File: config.mk
export PLATFORM = sky130hd
export DESIGN_NAME = muldiv_sched
export DESIGN_NICKNAME = d
export VERILOG_FILES = /design/src/rtl/muldiv_sched_pkg.sv /design/src/rtl/muldiv_sched.sv
export SDC_FILE = /design/constraint.sdc
export NUM_CORES = 1
export LEC_CHECK = 0
export CAP_MARGIN = 20
export CORE_ASPECT_RATIO = 2
export CORE_MARGIN = 4
export CORE_UTILIZATION = 30
export CTS_CLUSTER_SIZE = 28
export DETAILED_ROUTE_END_ITERATION = 16
export GPL_TIMING_DRIVEN = 0
export SYNTH_ARGS = -nofsm -noshare
export SYNTH_HDL_FRONTEND = slang
export SYNTH_SLANG_ARGS = --single-unit
export TNS_END_PERCENT = 1
File: constraint.sdc
create_clock -name clk -period 5.4 [get_ports clk]
set_clock_uncertainty 0.2 [all_clocks]
set_input_delay 0.81 -clock clk [delete_from_list [all_inputs] [get_ports clk]]
set_output_delay 0.81 -clock clk [all_outputs]
set_load 0.02 [all_outputs]
File: src/rtl/muldiv_sched_pkg.sv
`default_nettype none
// ============================================================================
// Module   : muldiv_sched_pkg
// Purpose  : Shared mul/div operation codes and scheduler state encodings.
// Revision : 1.0 - initial release
// ============================================================================
package muldiv_sched_pkg;

    typedef enum logic [2:0] {
        MD_MULT  = 3'd0,
        MD_MULTU = 3'd1,
        MD_MUL   = 3'd2,
        MD_DIV   = 3'd3,
        MD_DIVU  = 3'd4
    } md_op_t;

    typedef logic [1:0] md_state_t;
    localparam md_state_t c_ST_IDLE = 2'd0;
    localparam md_state_t c_ST_BUSY = 2'd1;
    localparam md_state_t c_ST_DONE = 2'd2;

    typedef logic [1:0] md_unit_t;
    localparam md_unit_t c_UNIT_MUL   = 2'd0;
    localparam md_unit_t c_UNIT_DIV   = 2'd1;
    localparam md_unit_t c_UNIT_DZERO = 2'd2;

    function automatic logic md_is_div(input md_op_t op);
        return (op == MD_DIV) || (op == MD_DIVU);
    endfunction

    function automatic logic md_is_signed(input md_op_t op);
        return (op == MD_MULT) || (op == MD_MUL) || (op == MD_DIV);
    endfunction

endpackage
`default_nettype wire

File: src/rtl/muldiv_sched.sv
`default_nettype none
// ============================================================================
// Module   : muldiv_sched
// Purpose  : Sequences the shared multiplier/divider for both issue slots.
// Revision : 1.0 - initial release
// ============================================================================
module muldiv_sched
    import muldiv_sched_pkg::*;
#(
    parameter int MUL_LAT = 2,
    parameter int XLEN    = 32
) (
    input  logic              clk,
    input  logic              resetn,
    input  logic              req_valid_m,
    input  md_op_t            req_op_m,
    input  logic [XLEN-1:0]   req_a_m,
    input  logic [XLEN-1:0]   req_b_m,
    input  logic              req_valid_s,
    input  md_op_t            req_op_s,
    input  logic [XLEN-1:0]   req_a_s,
    input  logic [XLEN-1:0]   req_b_s,
    input  logic              ext_stall,
    input  logic              flush_ex,
    output logic [XLEN-1:0]   op_a,
    output logic [XLEN-1:0]   op_b,
    output logic              op_signed,
    output logic              mul_start,
    input  logic [2*XLEN-1:0] mul_result,
    output logic              div_start,
    output logic              div_cancel,
    input  logic              div_done,
    input  logic [XLEN-1:0]   div_quot,
    input  logic [XLEN-1:0]   div_rem,
    output logic              alu_stallE,
    output logic              res_valid_m,
    output logic [XLEN-1:0]   res_hi_m,
    output logic [XLEN-1:0]   res_lo_m,
    output logic              res_valid_s,
    output logic [XLEN-1:0]   res_hi_s,
    output logic [XLEN-1:0]   res_lo_s
);

    localparam int                 c_CNT_W    = $clog2(MUL_LAT + 1);
    localparam logic [c_CNT_W-1:0] c_CNT_LOAD = c_CNT_W'(MUL_LAT);
    localparam logic [c_CNT_W-1:0] c_CNT_LAST = c_CNT_W'(1);

    md_state_t          r_state, w_state_nxt;
    md_unit_t           r_unit;
    md_op_t             r_op;
    logic               r_tag_s, r_pend, r_op_signed;
    logic [c_CNT_W-1:0] r_cnt;
    logic [XLEN-1:0]    r_op_a, r_op_b;
    logic               r_res_valid_m, r_res_valid_s;
    logic [XLEN-1:0]    r_res_hi_m, r_res_lo_m, r_res_hi_s, r_res_lo_s;

    logic               w_any_req, w_sel_s, w_sel_div, w_sel_dzero, w_launch;
    logic               w_cap_due, w_capture, w_chain, w_div_busy;
    md_op_t             w_sel_op;
    logic [XLEN-1:0]    w_sel_a, w_sel_b;
    logic [2*XLEN-1:0]  w_cap_val;

    // r_pend marks the cycle in which the slave is launched right after the master retires.
    assign w_any_req   = req_valid_m | req_valid_s;
    assign w_sel_s     = r_pend | ~req_valid_m;
    assign w_sel_op    = w_sel_s ? req_op_s : req_op_m;
    assign w_sel_a     = w_sel_s ? req_a_s  : req_a_m;
    assign w_sel_b     = w_sel_s ? req_b_s  : req_b_m;
    assign w_sel_div   = md_is_div(w_sel_op);
    assign w_sel_dzero = w_sel_div & (w_sel_b == '0);
    assign w_launch    = ~flush_ex & (((r_state == c_ST_IDLE) & w_any_req) | r_pend);

    // Operands bypass the holding register in the launch cycle so the units sample them with the pulse.
    assign op_a      = w_launch ? w_sel_a : r_op_a;
    assign op_b      = w_launch ? w_sel_b : r_op_b;
    assign op_signed = w_launch ? md_is_signed(w_sel_op) : r_op_signed;
    assign mul_start = w_launch & ~w_sel_div;
    assign div_start = w_launch & w_sel_div & ~w_sel_dzero;

    assign w_div_busy = (r_state == c_ST_BUSY) & ~r_pend & (r_unit == c_UNIT_DIV);
    assign div_cancel = flush_ex & w_div_busy;
    assign alu_stallE = ~flush_ex & (((r_state == c_ST_IDLE) & w_any_req) | (r_state == c_ST_BUSY));

    always_comb begin
        w_cap_due = 1'b0;
        w_cap_val = '0;
        if ((r_state == c_ST_BUSY) && !r_pend) begin
            case (r_unit)
                c_UNIT_MUL: begin
                    w_cap_due = (r_cnt == c_CNT_LAST);
                    w_cap_val = (r_op == MD_MUL) ? {{XLEN{1'b0}}, mul_result[XLEN-1:0]} : mul_result;
                end
                c_UNIT_DIV: begin
                    w_cap_due = div_done;
                    w_cap_val = {div_rem, div_quot};
                end
                default: begin
                    w_cap_due = 1'b1;
                    w_cap_val = {r_op_a, {XLEN{1'b1}}};
                end
            endcase
        end
    end

    assign w_capture = w_cap_due & ~flush_ex;
    assign w_chain   = w_capture & ~r_tag_s & req_valid_s;

    always_comb begin
        w_state_nxt = r_state;
        if (flush_ex) begin
            w_state_nxt = c_ST_IDLE;
        end else begin
            case (r_state)
                c_ST_IDLE: if (w_any_req)              w_state_nxt = c_ST_BUSY;
                c_ST_BUSY: if (w_capture && !w_chain)  w_state_nxt = c_ST_DONE;
                c_ST_DONE: if (!ext_stall)             w_state_nxt = c_ST_IDLE;
                default:                               w_state_nxt = c_ST_IDLE;
            endcase
        end
    end

    always_ff @(posedge clk or negedge resetn) begin
        if (!resetn) r_state <= c_ST_IDLE;
        else         r_state <= w_state_nxt;
    end

    always_ff @(posedge clk or negedge resetn) begin
        if (!resetn) begin
            r_unit        <= c_UNIT_MUL;
            r_op          <= MD_MULT;
            r_tag_s       <= 1'b0;
            r_pend        <= 1'b0;
            r_op_signed   <= 1'b0;
            r_cnt         <= '0;
            r_op_a        <= '0;
            r_op_b        <= '0;
            r_res_valid_m <= 1'b0;
            r_res_valid_s <= 1'b0;
            r_res_hi_m    <= '0;
            r_res_lo_m    <= '0;
            r_res_hi_s    <= '0;
            r_res_lo_s    <= '0;
        end else begin
            if (w_launch) begin
                r_tag_s     <= w_sel_s;
                r_op        <= w_sel_op;
                r_op_a      <= w_sel_a;
                r_op_b      <= w_sel_b;
                r_op_signed <= md_is_signed(w_sel_op);
                r_unit      <= w_sel_dzero ? c_UNIT_DZERO : (w_sel_div ? c_UNIT_DIV : c_UNIT_MUL);
                r_cnt       <= c_CNT_LOAD;
                r_pend      <= 1'b0;
            end else if ((r_state == c_ST_BUSY) && (r_unit == c_UNIT_MUL) && (r_cnt != '0)) begin
                r_cnt <= r_cnt - 1'b1;
            end
            if (w_capture) begin
                if (r_tag_s) begin
                    r_res_valid_s <= 1'b1;
                    r_res_hi_s    <= w_cap_val[2*XLEN-1:XLEN];
                    r_res_lo_s    <= w_cap_val[XLEN-1:0];
                end else begin
                    r_res_valid_m <= 1'b1;
                    r_res_hi_m    <= w_cap_val[2*XLEN-1:XLEN];
                    r_res_lo_m    <= w_cap_val[XLEN-1:0];
                end
            end
            if (w_chain) r_pend <= 1'b1;
            if (flush_ex || ((r_state == c_ST_DONE) && !ext_stall)) begin
                r_res_valid_m <= 1'b0;
                r_res_valid_s <= 1'b0;
                r_pend        <= 1'b0;
            end
        end
    end

    assign res_valid_m = r_res_valid_m;
    assign res_hi_m    = r_res_hi_m;
    assign res_lo_m    = r_res_lo_m;
    assign res_valid_s = r_res_valid_s;
    assign res_hi_s    = r_res_hi_s;
    assign res_lo_s    = r_res_lo_s;

endmodule
`default_nettype wire

==> flow_summary.html <==
<table>
<tr><th>Metric</th><th>Value</th></tr>
<tr><th colspan="2">Outcome</th></tr>
<tr><td>Run status</td><td>finished, final reports clean</td></tr>
<tr><th colspan="2">Timing</th></tr>
<tr><td>Fmax</td><td>0.198 GHz</td></tr>
<tr><td>Final Hold Violating Endpoints</td><td>0</td></tr>
<tr><td>Transition time at the pin with the least slew margin</td><td>892 ps</td></tr>
<tr><td>Slew headroom</td><td>0.406</td></tr>
<tr><td>Number of pins exceeding their max-slew limit in the final report</td><td>0</td></tr>
<tr><td>Period utilization</td><td>0.937</td></tr>
<tr><td>Total Negative Setup Slacks</td><td>0 ps</td></tr>
<tr><td>Final-report setup violation count</td><td>0</td></tr>
<tr><td>Hold slack final</td><td>105 ps</td></tr>
<tr><td>Min cycle time layout</td><td>5060 ps</td></tr>
<tr><td>RSZ-0062 raised after global routing</td><td>no</td></tr>
<tr><td>Worst-case setup margin in the final layout</td><td>340 ps</td></tr>
<tr><th colspan="2">Place</th></tr>
<tr><td>Detail Placement HPWL</td><td>32700 um</td></tr>
<tr><td>Gpl congestion</td><td>0.895</td></tr>
<tr><td>Post-placement cell count</td><td>1775</td></tr>
<tr><td>Worst slack at placement</td><td>-115 ps</td></tr>
<tr><td>Number of input and output port buffers inserted</td><td>466</td></tr>
<tr><th colspan="2">Worst setup path</th></tr>
<tr><td>Launching element type of the critical path</td><td>input pin</td></tr>
<tr><td>CP Capture Type</td><td>output pin</td></tr>
<tr><td>Arrival time at the worst endpoint</td><td>4050 ps</td></tr>
<tr><td>WS Path Type</td><td>input pin to output pin</td></tr>
<tr><td>Total buffers and inverters traversed by the critical path</td><td>4</td></tr>
<tr><td>Cell chain of the critical path</td><td>clkdlybuf4s50_1, nor2_1, nor3_1, o21bai_2, clkbuf_1, clkbuf_1, nand2_1, o21ai_0, clkdlybuf4s50_1</td></tr>
<tr><td>Largest delay share family, worst path</td><td>buffers and inverters</td></tr>
<tr><td>Max stage delay cell, worst path</td><td>sky130_fd_sc_hd__clkdlybuf4s50_1</td></tr>
<tr><td>R2r setup slk</td><td>2560 ps</td></tr>
<tr><td>Data required, critical path</td><td>4390 ps</td></tr>
<tr><td>Critical path's largest stage delay</td><td>710 ps</td></tr>
<tr><td>CP max FO</td><td>10</td></tr>
<tr><th colspan="2">Routing</th></tr>
<tr><td>Number of nets with antenna violations after routing</td><td>0</td></tr>
<tr><td>Total vias in the final route</td><td>8999</td></tr>
<tr><td>DRT Wirelength</td><td>41200 um</td></tr>
<tr><td>Wirelength per Cell</td><td>22.7 um</td></tr>
<tr><td>Number of optimization iterations in the first detailed-route pass</td><td>8</td></tr>
<tr><td>Total DRC errors in the routed layout</td><td>0</td></tr>
<tr><td>Drt initial violations</td><td>471</td></tr>
<tr><td>Vias per cell</td><td>4.96</td></tr>
<tr><th colspan="2">Floorplan</th></tr>
<tr><td>Die Outline Area</td><td>35400 um^2</td></tr>
<tr><td>Chip Height</td><td>262 um</td></tr>
<tr><td>Die boundary width</td><td>135 um</td></tr>
<tr><td>Effective utilization at floorplan</td><td>0.306</td></tr>
<tr><td>Number of core rows</td><td>92</td></tr>
<tr><td>Boundary Pins</td><td>468</td></tr>
<tr><td>Area of the core</td><td>31700 um^2</td></tr>
<tr><th colspan="2">Yosys</th></tr>
<tr><td>Mean cell area of the mapped netlist</td><td>10.9 um^2</td></tr>
<tr><td>Cell types with the highest counts after synthesis</td><td>206 x sky130_fd_sc_hd__dfrtp_1, 156 x sky130_fd_sc_hd__o21ai_0, 141 x sky130_fd_sc_hd__nand2_1, 68 x sky130_fd_sc_hd__mux2i_1, 43 x sky130_fd_sc_hd__clkbuf_1</td></tr>
<tr><td>Number of warnings printed during yosys synthesis</td><td>0</td></tr>
<tr><td>Distinct cells, synth</td><td>42</td></tr>
<tr><td>Area contributors post-synth</td><td>sky130_fd_sc_hd__dfrtp_1 53%, sky130_fd_sc_hd__o21ai_0 8.1%, sky130_fd_sc_hd__mux2i_1 7.0%, sky130_fd_sc_hd__nand2_1 5.5%, sky130_fd_sc_hd__mux2_4 4.8%</td></tr>
<tr><td>Sequential element share of the synthesized area</td><td>0.533</td></tr>
<tr><td>Count leader, synth</td><td>sky130_fd_sc_hd__dfrtp_1</td></tr>
<tr><td>Synthesized netlist net count</td><td>1156</td></tr>
<tr><td>Synth area leader</td><td>sky130_fd_sc_hd__dfrtp_1</td></tr>
<tr><td>FF+latch count, synth</td><td>206</td></tr>
<tr><td>Post-synthesis instance area</td><td>9670 um^2</td></tr>
<tr><td>Main flop type after synthesis</td><td>sky130_fd_sc_hd__dfrtp_1</td></tr>
<tr><td>Post-synth ARST share</td><td>1.00</td></tr>
<tr><td>Number of enable flip-flop cells after synthesis</td><td>0</td></tr>
<tr><td>Synth top area share</td><td>0.533</td></tr>
<tr><td>Gate count of the mapped netlist</td><td>885</td></tr>
<tr><th colspan="2">Clocking</th></tr>
<tr><td>Number of clock sinks</td><td>206</td></tr>
<tr><td>Clock latency at the later pin of the worst-skew pair</td><td>510 ps</td></tr>
<tr><td>Setup Buffers After CTS</td><td>0</td></tr>
<tr><td>Depth of the CTS H-tree</td><td>1</td></tr>
<tr><td>Post-CTS clock slew at the launch and capture registers of the worst setup and hold paths</td><td>70 ps</td></tr>
<tr><td>Max Root-Sink Buffers</td><td>3</td></tr>
<tr><td>TritonCTS clock tree</td><td>built</td></tr>
<tr><td>Clk Tree Root Cell</td><td>sky130_fd_sc_hd__clkbuf_16</td></tr>
<tr><td>Cts bufs inserted</td><td>22</td></tr>
<tr><th colspan="2">Global routing</th></tr>
<tr><td>Global routing met1 resource utilization</td><td>0.238</td></tr>
<tr><td>Remaining global-route overflow</td><td>0</td></tr>
<tr><td>Global-route layer with the greatest usage</td><td>met2</td></tr>
<tr><td>Met3 GRT Util</td><td>0.0456</td></tr>
<tr><td>Wire length of the first global-routing pass</td><td>59800 um</td></tr>
<tr><td>Number of global-route vias before repair</td><td>9660</td></tr>
<tr><td>Met2 track demand over resource</td><td>0.420</td></tr>
<tr><td>Maximum number of pins on one net before global-route repair</td><td>117</td></tr>
<tr><td>Total routing usage reported by global routing</td><td>0.223</td></tr>
<tr><td>Number of antenna violations at the first check in global routing</td><td>0</td></tr>
<tr><th colspan="2">Pwr</th></tr>
<tr><td>Standby leakage power</td><td>0.00671 uW</td></tr>
<tr><td>Net load switching power</td><td>2660 uW</td></tr>
<tr><td>Logic pwr share</td><td>0.442</td></tr>
<tr><td>Switching Fraction</td><td>0.366</td></tr>
<tr><td>Largest vdd supply drop</td><td>298 uV</td></tr>
<tr><td>Flop pwr share</td><td>0.331</td></tr>
<tr><td>Proportion of power drawn by the clock network</td><td>0.227</td></tr>
<tr><td>Cell-internal power</td><td>4610 uW</td></tr>
<tr><td>Power density normalized to cell area</td><td>464 nW/um^2</td></tr>
<tr><th colspan="2">Finish</th></tr>
<tr><td>Utilization after layout</td><td>0.496</td></tr>
<tr><td>Area added between synthesis and finish</td><td>62.2%</td></tr>
<tr><td>Share of layout cells above drive strength 1</td><td>0.0963</td></tr>
<tr><td>Final non-filler cell total</td><td>1815</td></tr>
<tr><td>Net count of the finished layout</td><td>1647</td></tr>
<tr><td>Antenna Diode Count</td><td>0</td></tr>
<tr><th colspan="2">Min path</th></tr>
<tr><td>Hold WC Path Type</td><td>input pin to asynchronous set/reset pin</td></tr>
<tr><th colspan="2">Run</th></tr>
<tr><td>Number of max-cap violations</td><td>0</td></tr>
</table>
-- metal layers --
metal / vias to the layer above / routed length (um)
met3: 76 / 2650
met1: 4375 / 14500
met5: - / 0
met4: 0 / 1800
li1: 4174 / -
met2: 374 / 22200
-- power by group through the flow --
stage,Sequential (uW),Combinational (uW),Clock [uW]
final,2410,3220,1650
after floorplan,2910,960,0
after CTS,2410,3260,1700
after detailed placement,2440,3250,0
after global placement,2420,3220,0
after global routing,2480,3410,1750
-- through the flow --
stage | cell area, um^2 | power (uW)
2_1_floorplan | 9670 | 3860
6_report | 15700 | 7270
5_1_grt | 15700 | 7640
4_1_cts | 15700 | 7370
3_5_place_dp | 14900 | 5690
3_3_place_gp | 14900 | 5640
-- state kept, by name, summed over array words and instances, names as in the netlist --
signal,count
r_tag_s,1
res_lo_s,32
r_state,2
r_op_a,32
r_op_b,32
r_pend,1
res_valid_s,1
r_cnt,2
r_unit,2
res_valid_m,1
res_hi_s,32
res_hi_m,32
res_lo_m,32
r_op,3
r_op_signed,1
-- logic make-up after synthesis --
group,count (synthesis),share of synthesized area
mux,161,0.191
fa+ha+maj,2,0.00259
xor+xnor,1,0.000906
simple gates,224,0.0991
flops,206,0.533
compound gates,218,0.134
buf+inv,73,0.0397
-- path summary, 6_finish.rpt --
path,end,start,cells past startpoint
worst max-delay path,op_a[1],req_valid_m,9
worst min-delay path,r_op_a[12],resetn,1
min in group clk,r_op[1],r_op[1],2
worst min register to register,r_op[1],r_op[1],2
worst max register to register,r_op_a[1],r_state[1],6
max in group asynchronous,r_op_b[26],resetn,2
-- worst reg2reg max path: stages, from the launching register on --
cell,delay [ps]
sky130_fd_sc_hd__dfrtp_1,470
sky130_fd_sc_hd__nor3_1,120
sky130_fd_sc_hd__o21bai_2,450
sky130_fd_sc_hd__clkbuf_1,500
sky130_fd_sc_hd__clkbuf_1,580
sky130_fd_sc_hd__nand2_1,120
sky130_fd_sc_hd__o21ai_0,240
-- final cells by class --
cell class	count	area [um^2]
repair buffers	467	4700
plain buffers	69	369
flip-flops and latches	206	5150
clock inverters	11	146
inverters	4	15.0
multi-input cells	606	4140
fillers	2961	16000
clock buffers	29	638
well taps	423	529
-- timing repair --
item                                    CTS  global route
resized for setup                         1             0
hold buffers                              0             0
endpoints found under the setup margin    1             0
-- placed cells by master (no fill, tap or decap), types with 4 or more instances in the layout --
cell type                         synthesis  final
sky130_fd_sc_hd__buf_1                    4      4
sky130_fd_sc_hd__mux2_1                  28     28
sky130_fd_sc_hd__a222oi_1                30     30
sky130_fd_sc_hd__mux2_4                  31     31
sky130_fd_sc_hd__nor3_1                   5      5
sky130_fd_sc_hd__o21ai_0                156    156
sky130_fd_sc_hd__o211ai_1                 5      5
sky130_fd_sc_hd__clkbuf_16                0     23
sky130_fd_sc_hd__buf_6                    6      6
sky130_fd_sc_hd__buf_2                   13     13
sky130_fd_sc_hd__nand2_1                141    141
sky130_fd_sc_hd__mux2_2                  34     34
sky130_fd_sc_hd__mux2i_1                 68     68
sky130_fd_sc_hd__inv_1                    4      4
sky130_fd_sc_hd__o21ai_1                 12     12
sky130_fd_sc_hd__clkdlybuf4s50_1          0    465
sky130_fd_sc_hd__a21oi_1                  5      5
sky130_fd_sc_hd__nand4_1                  4      4
sky130_fd_sc_hd__clkbuf_8                 0      4
sky130_fd_sc_hd__nor2_1                  40     40
sky130_fd_sc_hd__nor4_1                  17     17
sky130_fd_sc_hd__clkbuf_1                43     45
sky130_fd_sc_hd__dfrtp_1                206    206
No activity file was read; power rests on OpenSTA's default activity.
